==> config.mk <==
export PLATFORM = sky130hd
export DESIGN_NAME = execute_stage
export DESIGN_NICKNAME = d
export VERILOG_FILES = /design/src/rtl/alu_pkg.sv /design/src/rtl/seq_multiplier.sv /design/src/rtl/execute_stage.sv
export SDC_FILE = /design/constraint.sdc
export NUM_CORES = 1
export LEC_CHECK = 0
export BUFFER_PORTS_ARGS = -buffer_cell sky130_fd_sc_hd__buf_2
export CAP_MARGIN = 20
export CORE_MARGIN = 5
export CORE_UTILIZATION = 45
export CTS_CLUSTER_DIAMETER = 80
export DETAILED_ROUTE_END_ITERATION = 16
export GPL_TIMING_DRIVEN = 0
export PLACE_DENSITY_LB_ADDON = 0.15
export SLEW_MARGIN = 5
export SYNTH_ARGS = -nofsm -noshare
export SYNTH_HDL_FRONTEND = slang
export SYNTH_HIERARCHICAL = 1
export SYNTH_SLANG_ARGS = --single-unit
==> constraint.sdc <==
create_clock -name clk -period 8.6 [get_ports clk]
set_clock_uncertainty 0.05 [all_clocks]
set_input_delay 1.29 -clock clk [delete_from_list [all_inputs] [get_ports clk]]
set_output_delay 1.29 -clock clk [all_outputs]
set_load 0.005 [all_outputs]
==> src/rtl/alu_pkg.sv <==
// Shared constants for the execute stage: data/register widths, opcodes and
// the execute FSM state enumeration.
package alu_pkg;

  localparam int DATA_W = 16;
  localparam int REG_AW = 4;

  localparam logic [3:0] OP_ADD = 4'd0;
  localparam logic [3:0] OP_SUB = 4'd1;
  localparam logic [3:0] OP_AND = 4'd2;
  localparam logic [3:0] OP_OR  = 4'd3;
  localparam logic [3:0] OP_XOR = 4'd4;
  localparam logic [3:0] OP_NOT = 4'd5;
  localparam logic [3:0] OP_SHL = 4'd6;
  localparam logic [3:0] OP_SHR = 4'd7;
  localparam logic [3:0] OP_MOV = 4'd8;
  localparam logic [3:0] OP_MUL = 4'd9;

  typedef enum logic {
    IDLE = 1'b0,
    MUL  = 1'b1
  } state_e;

endpackage

==> src/rtl/seq_multiplier.sv <==
// Unsigned DATA_W x DATA_W shift-add multiplier, one partial product per cycle.
// done is asserted during the last step; product is valid in that same cycle.
module seq_multiplier
  import alu_pkg::*;
(
  input  logic                clk,
  input  logic                rst,
  input  logic                start,
  input  logic [DATA_W-1:0]   a,
  input  logic [DATA_W-1:0]   b,
  output logic                busy,
  output logic                done,
  output logic [2*DATA_W-1:0] product
);

  localparam int CW = $clog2(DATA_W);
  localparam logic [CW-1:0] LAST_STEP = CW'(DATA_W - 1);

  logic [2*DATA_W-1:0] acc_q, acc_d, mcand_q, mcand_d, partial;
  logic [DATA_W-1:0]   mplier_q, mplier_d;
  logic [CW-1:0]       count_q, count_d;
  logic                busy_q, busy_d;

  assign partial = acc_q + (mplier_q[0] ? mcand_q : '0);
  assign busy    = busy_q;
  assign done    = busy_q && (count_q == LAST_STEP);
  assign product = partial;

  always_comb begin
    acc_d    = acc_q;
    mcand_d  = mcand_q;
    mplier_d = mplier_q;
    count_d  = count_q;
    busy_d   = busy_q;
    if (start) begin
      acc_d    = '0;
      mcand_d  = {{DATA_W{1'b0}}, a};
      mplier_d = b;
      count_d  = '0;
      busy_d   = 1'b1;
    end else if (busy_q) begin
      acc_d    = partial;
      mcand_d  = mcand_q << 1;
      mplier_d = mplier_q >> 1;
      count_d  = count_q + 1'b1;
      if (done) busy_d = 1'b0;
    end
  end

  always_ff @(posedge clk) begin
    if (rst) begin
      acc_q    <= '0;
      mcand_q  <= '0;
      mplier_q <= '0;
      count_q  <= '0;
      busy_q   <= 1'b0;
    end else begin
      acc_q    <= acc_d;
      mcand_q  <= mcand_d;
      mplier_q <= mplier_d;
      count_q  <= count_d;
      busy_q   <= busy_d;
    end
  end

endmodule

==> src/rtl/execute_stage.sv <==
// Execute stage: inline single-cycle ALU with registered write-back request.
// EXEC_MUL_EN builds the 17-cycle MUL path (seq_multiplier + MUL state).
//   state | meaning
//   IDLE  | ready; single-cycle ops retire one cycle after accept
//   MUL   | multiplier stepping, upstream stalled via in_ready
module execute_stage
  import alu_pkg::*;
(
  input  logic              clk,
  input  logic              rst,
  input  logic              in_valid,
  output logic              in_ready,
  input  logic [3:0]        in_op,
  input  logic [DATA_W-1:0] in_a,
  input  logic [DATA_W-1:0] in_b,
  input  logic [REG_AW-1:0] in_rd,
  output logic              wb_valid,
  output logic              wb_we,
  output logic [REG_AW-1:0] wb_rd,
  output logic [DATA_W-1:0] wb_data,
  output logic              wb_zero,
  output logic              wb_carry
);

  logic [DATA_W-1:0] alu_res;
  logic [DATA_W:0]   alu_wide;
  logic              alu_c, alu_we, accept;
  logic [3:0]        sh;

  logic              wb_valid_q, wb_valid_d, wb_we_q, wb_we_d;
  logic [REG_AW-1:0] wb_rd_q, wb_rd_d;
  logic [DATA_W-1:0] wb_data_q, wb_data_d;
  logic              wb_zero_q, wb_zero_d, wb_carry_q, wb_carry_d;

`ifdef EXEC_MUL_EN
  state_e              state_q, state_d;
  logic [REG_AW-1:0]   mul_rd_q, mul_rd_d;
  logic                mul_start, mul_busy, mul_done;
  logic [2*DATA_W-1:0] mul_product;

  seq_multiplier u_mul (
    .clk     (clk),
    .rst     (rst),
    .start   (mul_start),
    .a       (in_a),
    .b       (in_b),
    .busy    (mul_busy),
    .done    (mul_done),
    .product (mul_product)
  );

  assign in_ready = (state_q == IDLE) && !mul_busy;
`else
  assign in_ready = 1'b1;
`endif

  assign accept = in_valid && in_ready;
  assign sh     = in_b[3:0];

  always_comb begin
    alu_res  = '0;
    alu_wide = '0;
    alu_c    = 1'b0;
    alu_we   = 1'b1;
    case (in_op)
      OP_ADD: begin
        alu_wide = {1'b0, in_a} + {1'b0, in_b};
        alu_res  = alu_wide[DATA_W-1:0];
        alu_c    = alu_wide[DATA_W];
      end
      OP_SUB: begin
        alu_res = in_a - in_b;
        alu_c   = in_a < in_b;
      end
      OP_AND: alu_res = in_a & in_b;
      OP_OR:  alu_res = in_a | in_b;
      OP_XOR: alu_res = in_a ^ in_b;
      OP_NOT: alu_res = ~in_a;
      // Extra bit beside the data catches the last bit shifted out (0 for sh=0).
      OP_SHL: begin
        alu_wide = {1'b0, in_a} << sh;
        alu_res  = alu_wide[DATA_W-1:0];
        alu_c    = alu_wide[DATA_W];
      end
      OP_SHR: begin
        alu_wide = {in_a, 1'b0} >> sh;
        alu_res  = alu_wide[DATA_W:1];
        alu_c    = alu_wide[0];
      end
      OP_MOV: alu_res = in_b;
      default: alu_we = 1'b0;
    endcase
  end

  always_comb begin
    wb_valid_d = 1'b0;
    wb_we_d    = 1'b0;
    wb_rd_d    = wb_rd_q;
    wb_data_d  = wb_data_q;
    wb_zero_d  = wb_zero_q;
    wb_carry_d = wb_carry_q;
`ifdef EXEC_MUL_EN
    state_d   = state_q;
    mul_rd_d  = mul_rd_q;
    mul_start = 1'b0;
    if (state_q == MUL) begin
      if (mul_done) begin
        wb_valid_d = 1'b1;
        wb_we_d    = 1'b1;
        wb_rd_d    = mul_rd_q;
        wb_data_d  = mul_product[DATA_W-1:0];
        wb_zero_d  = mul_product[DATA_W-1:0] == '0;
        wb_carry_d = |mul_product[2*DATA_W-1:DATA_W];
        state_d    = IDLE;
      end
    end else if (accept && in_op == OP_MUL) begin
      mul_start = 1'b1;
      mul_rd_d  = in_rd;
      state_d   = MUL;
    end else
`endif
    if (accept) begin
      wb_valid_d = 1'b1;
      wb_we_d    = alu_we;
      wb_rd_d    = in_rd;
      wb_data_d  = alu_res;
      wb_zero_d  = alu_we && (alu_res == '0);
      wb_carry_d = alu_c;
    end
  end

  always_ff @(posedge clk) begin
    if (rst) begin
      wb_valid_q <= 1'b0;
      wb_we_q    <= 1'b0;
      wb_rd_q    <= '0;
      wb_data_q  <= '0;
      wb_zero_q  <= 1'b0;
      wb_carry_q <= 1'b0;
`ifdef EXEC_MUL_EN
      state_q    <= IDLE;
      mul_rd_q   <= '0;
`endif
    end else begin
      wb_valid_q <= wb_valid_d;
      wb_we_q    <= wb_we_d;
      wb_rd_q    <= wb_rd_d;
      wb_data_q  <= wb_data_d;
      wb_zero_q  <= wb_zero_d;
      wb_carry_q <= wb_carry_d;
`ifdef EXEC_MUL_EN
      state_q    <= state_d;
      mul_rd_q   <= mul_rd_d;
`endif
    end
  end

  assign wb_valid = wb_valid_q;
  assign wb_we    = wb_we_q;
  assign wb_rd    = wb_rd_q;
  assign wb_data  = wb_data_q;
  assign wb_zero  = wb_zero_q;
  assign wb_carry = wb_carry_q;

endmodule

# After elaboration in Yosys (flattened, before gate mapping)
# Cells that the tools add are included.
dict set report classes {
  addsub 2
  mul 0
  div_mod_pow 0
  magnitude_cmp 1
  n_eq_ne 8
  shifts 2
  n_mux 4
  bitwise_logic 5
  reduce_logical 5
}
# operator count
set ops {}
lappend ops {{one-hot mux 16 bit (9 select lines)} 1}
lappend ops {{adder 16 x 16 -> 17 bit} 1}
lappend ops {{<< shifter 16 x 4 -> 17 bit} 1}
lappend ops {{right shift 17 x 4 -> 17 bit} 1}
lappend ops {{bitwise AND 16 bit} 1}
lappend ops {{== test 4 x 3 -> 1 bit, second input constant} 4}
lappend ops {{zero test 16 bit} 1}
lappend ops {{less-than comparator 16 bit} 1}
lappend ops {{NOT 16 bit} 1}
lappend ops {{OR 16 bit} 1}
lappend ops {{subtractor 16 bit} 1}
lappend ops {{XOR 16 bit} 1}
lappend ops {{OR reduction 9 bit} 1}
lappend ops {{== test 4 x 2 -> 1 bit, second input constant} 2}
lappend ops {{== test 4 x 1 -> 1 bit, second input constant} 1}
lappend ops {{== test 4 bit, second input constant} 1}
lappend ops {{zero test 4 bit} 1}
lappend ops {{one-hot mux 1 bit (4 select lines)} 1}
lappend ops {{2-to-1 mux 1 bit} 2}
lappend ops {{OR reduction 2 bit} 1}
lappend ops {{logical AND 1 bit} 1}
lappend ops {{NOT 1 bit} 1}
dict set report word_totals {
  ff_bits 24
  latchBits 0
  ramBits 0
  rom_bits 0
  inputBits 43
  out_inout_bits 25
  elab_cells 33
  mem_count 0
}

# Depth between registers and ports, before layout
dict set report logic_depth {
  ltp_word 4
  depth_mapped 14
  ltp_nobuf 12
}

# Worst setup path before layout
# No wires, ideal clock.
dict set report synth_path {
  path_type {input to register}
  startpoint {input port in_b[2]}
  endpoint {register wb_zero_q (netlist: wb_zero)}
  arrival_time_ns 4.096
  t_required_ns 8.493
  slack_ns 4.397
  path_stages 14
  path_cell_list {inv_1 -> buf_2 -> clkbuf_1 -> ha_1 -> buf_6 -> o21bai_4 -> and3b_2 -> nor4b_1 -> o31a_1 -> o41ai_4 -> mux2i_1 -> a211o_1 -> nor4_2 -> a21bo_1}
}
dict set report synth_between {
  elab_chain_len 4
}
# item line_no
set synth_lines {}
lappend synth_lines {{start: declaration} execute_stage.sv:15} ;# input logic [DATA_W-1:0] in_b,
lappend synth_lines {{subtractor 16 bit, or another cell as far along} execute_stage.sv:72} ;# alu_res = in_a - in_b;
lappend synth_lines {{one-hot mux 16 bit (9 select lines) *} execute_stage.sv:65} ;# case (in_op)
lappend synth_lines {{zero test 16 bit *} execute_stage.sv:127} ;# wb_zero_d = alu_we && (alu_res == '0);
lappend synth_lines {{logical AND 1 bit *} execute_stage.sv:127}
lappend synth_lines {{end signal: assignment} execute_stage.sv:149} ;# wb_zero_q <= wb_zero_d;
lappend synth_lines {{end: declaration} execute_stage.sv:33} ;# logic wb_zero_q, wb_zero_d, wb_carry_q, wb_carry_d;
# Every way passes the cells marked *; elsewhere a longest branch is shown, timed or not.
# A chain may end at the register's enable or synchronous reset.

# Final worst setup path
# Ends and elaborated chain as after synthesis.

==> flow_results.org <==
** CTS
- Clock tree synthesis inserted a total of 3 buffers.
- Later-pin clock latency in the skew report :: 0.26 ns
- After clock tree synthesis, the repair step resized 0 gates.
- After clock tree synthesis, the flow added hold-fix buffers numbering 0.
- Clock root buffer :: clkbuf_16
- The number of setup buffers added after CTS is 0.
- Buffer depth of the longest clock path :: 2
- After clock tree synthesis, the clock-pin slew on the worst setup and hold paths is 0.06 ns.
- TritonCTS built the clock tree.
- Sinks on the clock net :: 24
- Count of H-tree levels built during CTS :: 1

** Timing
- Setup slack on the critical path of the routed design comes to 3.334 ns.
- The total count of max-transition violations in the final report is 0.
- Max-slew headroom at the worst pin :: 30.33%
- Static timing analysis puts the maximum clock frequency at 0.1899 GHz.
- The count of endpoints failing hold in the final timing report came to 0.
- Of the available clock period, the critical path in the final layout requires 61.23%.
- RSZ-0062 raised after global routing :: no
- After routing, the total negative slack on setup checks comes to 0 ns.
- Setup violations remaining at the end of the flow were counted as 0.
- The tightest hold path in the finished design has a slack of 0.4031 ns.
- Subtracting the final worst setup slack from the clock period gives 5.266 ns.
- At the pin with the least slew margin, the transition time is 1.037 ns.

** Drt
- Number of DRC violations after detailed-routing iteration 0 :: 822
- Via count :: 6233
- Wire length after detailed routing :: 23.59 mm
- Using the TritonRoute via totals, the vias-per-cell ratio works out to 7.132.
- Residual antenna-violating net count after detailed routing :: 0
- After detailed routing, the average wire length per cell comes to 26.99 um.
- Number of design rule violations left after detail routing :: 0
- The pre-antenna-repair detailed-routing pass consisted of 6 iterations.

** Global routing
- Summed over all layers, the global routing overflow is 0.
- The first global-routing pass estimated 35.31 mm of wire.
- Pin count of the biggest net entering global routing :: 15
- The number of antenna violations at the first check in global routing was 0.
- Global router's overall resource usage :: 32.22%
- The via count of the first global-routing pass came to 5742.

** Worst setup path
- Data on the critical path is required at its endpoint by 8.71 ns.
- Largest fanout of any net on the critical path :: 11
- The worst setup path is of the in2reg kind.
- Reg2Reg Setup Slack :: 7.89 ns
- STA puts the critical path data arrival time at 5.37 ns.
- STA classifies the critical path endpoint as a register.
- Startpoint Class :: input port

** Placement
- Dpl hpwl :: 18.80 mm
- Buffers placed on the I/O ports in this run total 63.
- Routability-driven placement finished with a final weighted congestion of 1.001.
- Worst setup slack before clock tree synthesis :: 3.249 ns

** Power and ir drop
- Power spread over the standard cell area amounts to 101.1 mW/mm^2.
- VDD sags by at most 0.0002127 V.
- Leakage power :: 2.617 nW

** Run status
- The run finished with clean final reports.

** Layout
- Most common cell after layout, fill and taps aside :: buf_2
- Number of nets in the layout :: 826
- Area added between synthesis and finish :: 11.78%
- In the final layout, the share of cells above drive strength 1 is 18.88%.
- The library cells used most frequently in the layout, excluding fill and tap cells, are buf_2 (79), nor2_1 (55), ha_1 (49), inv_1 (48), a21oi_1 (44).
- 0 antenna diodes ended up in the layout.
- # fillers :: 1168

** Logic synthesis
- Share of synthesized flip-flops with an asynchronous set or reset :: 0%
- Synthesized area divided by synthesized cell count :: 7.847 sq um
- Netlist Area Pre-Place :: 0.005195 sq mm
- Synthesis inferred 24 register bits.
- Counting every net in the synthesized netlist gives 756.
- Among all flip-flop cells after synthesis, the most frequent one is dfxtp_1.
- Library cells used by synthesis :: 92
- Sequential cells were found to cover 9.249% of the synthesized design area.
- In this run, synthesis inferred 0 flip-flops with an integrated enable.
- Yosys printed 6 warnings.
- Gate count of the mapped netlist :: 662

** Flow run
- The tool flagged a number of max-cap violations equal to 0.

** Floorplan
- The floorplan step defined a die boundary enclosing 0.01379 sq mm.
- Total I/O pin count :: 68
- Placeable core area :: 0.01137 sq mm
- Y dimension of the die :: 117.4 um
- Initial cell density of the core :: 45.69%
- The floorplan has 39 rows.
- Horiz. Die Dim :: 117.4 um

** Worst hold path
- Worst Hold Class :: reg2reg
logic make-up (layout without fill, tap and decap cells):
kind of cell | after synthesis | after routing | share of synthesized area (%)
other | 1 | 1 | 0.07219
muxes | 52 | 52 | 15.34
AOI/OAI and AO/OA | 239 | 239 | 33.91
DFF | 24 | 24 | 9.249
xor gates and xnor gates | 5 | 5 | 0.8431
buffers and inverters | 101 | 170 | 9.032
adders and majority gates | 51 | 51 | 12.57
and+or+nand+nor | 189 | 189 | 18.98
area by class of cell:
class	count	area, sq um	share of cell area (%)
Tap cell	143	178.9	3.081
Clock inverter	1	30.03	0.5171
Sequential cell	24	480.5	8.274
Multi-Input combinational cell	537	4245	73.11
Timing Repair Buffer	65	327.8	5.645
Inverter	48	180.2	3.103
Buffer	53	289.0	4.977
Clock buffer	3	75.07	1.293
critical path, stage by stage:
cell,delay [ns]
buf_2,0.19
inv_1,0.12
buf_2,0.30
clkbuf_1,0.62
ha_1,0.38
buf_6,0.14
nand2b_1,0.06
o211ai_1,0.22
a211oi_1,0.32
o22ai_1,0.21
o41ai_1,0.65
a21oi_1,0.17
o2111ai_1,0.34
a211oi_1,0.12
a21bo_1,0.22
path summary, 6_finish.rpt:
| path | startpoint | endpoint | depth (start not counted) |
|---|---|---|---|
| worst max-delay path | in_b[2] | wb_zero$_SDFFE_PP0P_ | 15 |
| worst min-delay path | wb_data[15]$_SDFFE_PP0P_ | wb_data[15]$_SDFFE_PP0P_ | 2 |
| worst max register to register | wb_rd[0]$_SDFFE_PP0P_ | wb_rd[0]$_SDFFE_PP0P_ | 2 |
| worst min register to register | wb_data[15]$_SDFFE_PP0P_ | wb_data[15]$_SDFFE_PP0P_ | 2 |
sequential cells by signal (all words and copies together), names as in the netlist:
register and count:
wb_we 1, wb_carry 1, wb_rd 4, wb_data 16, wb_zero 1, wb_valid 1
synthesized netlist by cell type (5+ instances only):
| cell | number | area share, % |
|---|---|---|
| o22ai_1 | 15 | 1.8 |
| ha_1 | 49 | 12 |
| a221oi_1 | 10 | 1.7 |
| buf_2 | 15 | 1.4 |
| nand2b_1 | 10 | 1.2 |
| nand4_1 | 6 | 0.72 |
| clkbuf_1 | 23 | 1.7 |
| a22oi_1 | 9 | 1.3 |
| o211ai_1 | 6 | 0.87 |
| nand3_1 | 8 | 0.77 |
| o21ai_0 | 30 | 2.9 |
| buf_4 | 8 | 1.2 |
| inv_1 | 48 | 3.5 |
| a21oi_1 | 44 | 4.2 |
| mux4_2 | 16 | 6.9 |
| nor2b_1 | 10 | 1.2 |
| dfxtp_1 | 24 | 9.2 |
| a211oi_1 | 11 | 1.6 |
| nand2_1 | 39 | 2.8 |
| a32oi_1 | 5 | 0.84 |
| o221ai_1 | 5 | 0.84 |
| a221o_1 | 6 | 1.2 |
| nor2_1 | 55 | 4.0 |
| or3_1 | 6 | 0.72 |
| mux2i_1 | 26 | 5.0 |
| nor3_1 | 15 | 1.4 |
| o221a_2 | 5 | 1.1 |
| mux2_2 | 5 | 1.1 |
| nor4_1 | 6 | 0.72 |
| a211o_1 | 9 | 1.5 |
| a22o_1 | 12 | 2.0 |
| a21o_1 | 10 | 1.4 |
| o31ai_1 | 6 | 0.87 |
per-layer routing:
layer	global-route usage [%]	wire length [um]
met2	51.66	10670
met3	4.283	2295
met5	0	0
met1	44.44	9661
met4	10.88	964
metrics by stage:
step	instance area [sq um]	std cells	utilization, %	power [mW]
floorplan	5195	662	-	0.3347
global placement	5689	868	50.04	0.4415
detailed placement	5694	869	50.08	0.4446
CTS	5799	873	51.01	0.5768
global route	5807	874	51.07	0.6138
finish	5807	874	51.07	0.5870
power breakdown:
group	internal, mW	leakage (nW)	switching (mW)
sequential	0.117	0.196	0.00277
combinational	0.125	2.37	0.210
clock	0.0925	0.0511	0.0400
total	0.334	2.62	0.253
No activity file was read; power rests on OpenSTA's default activity.
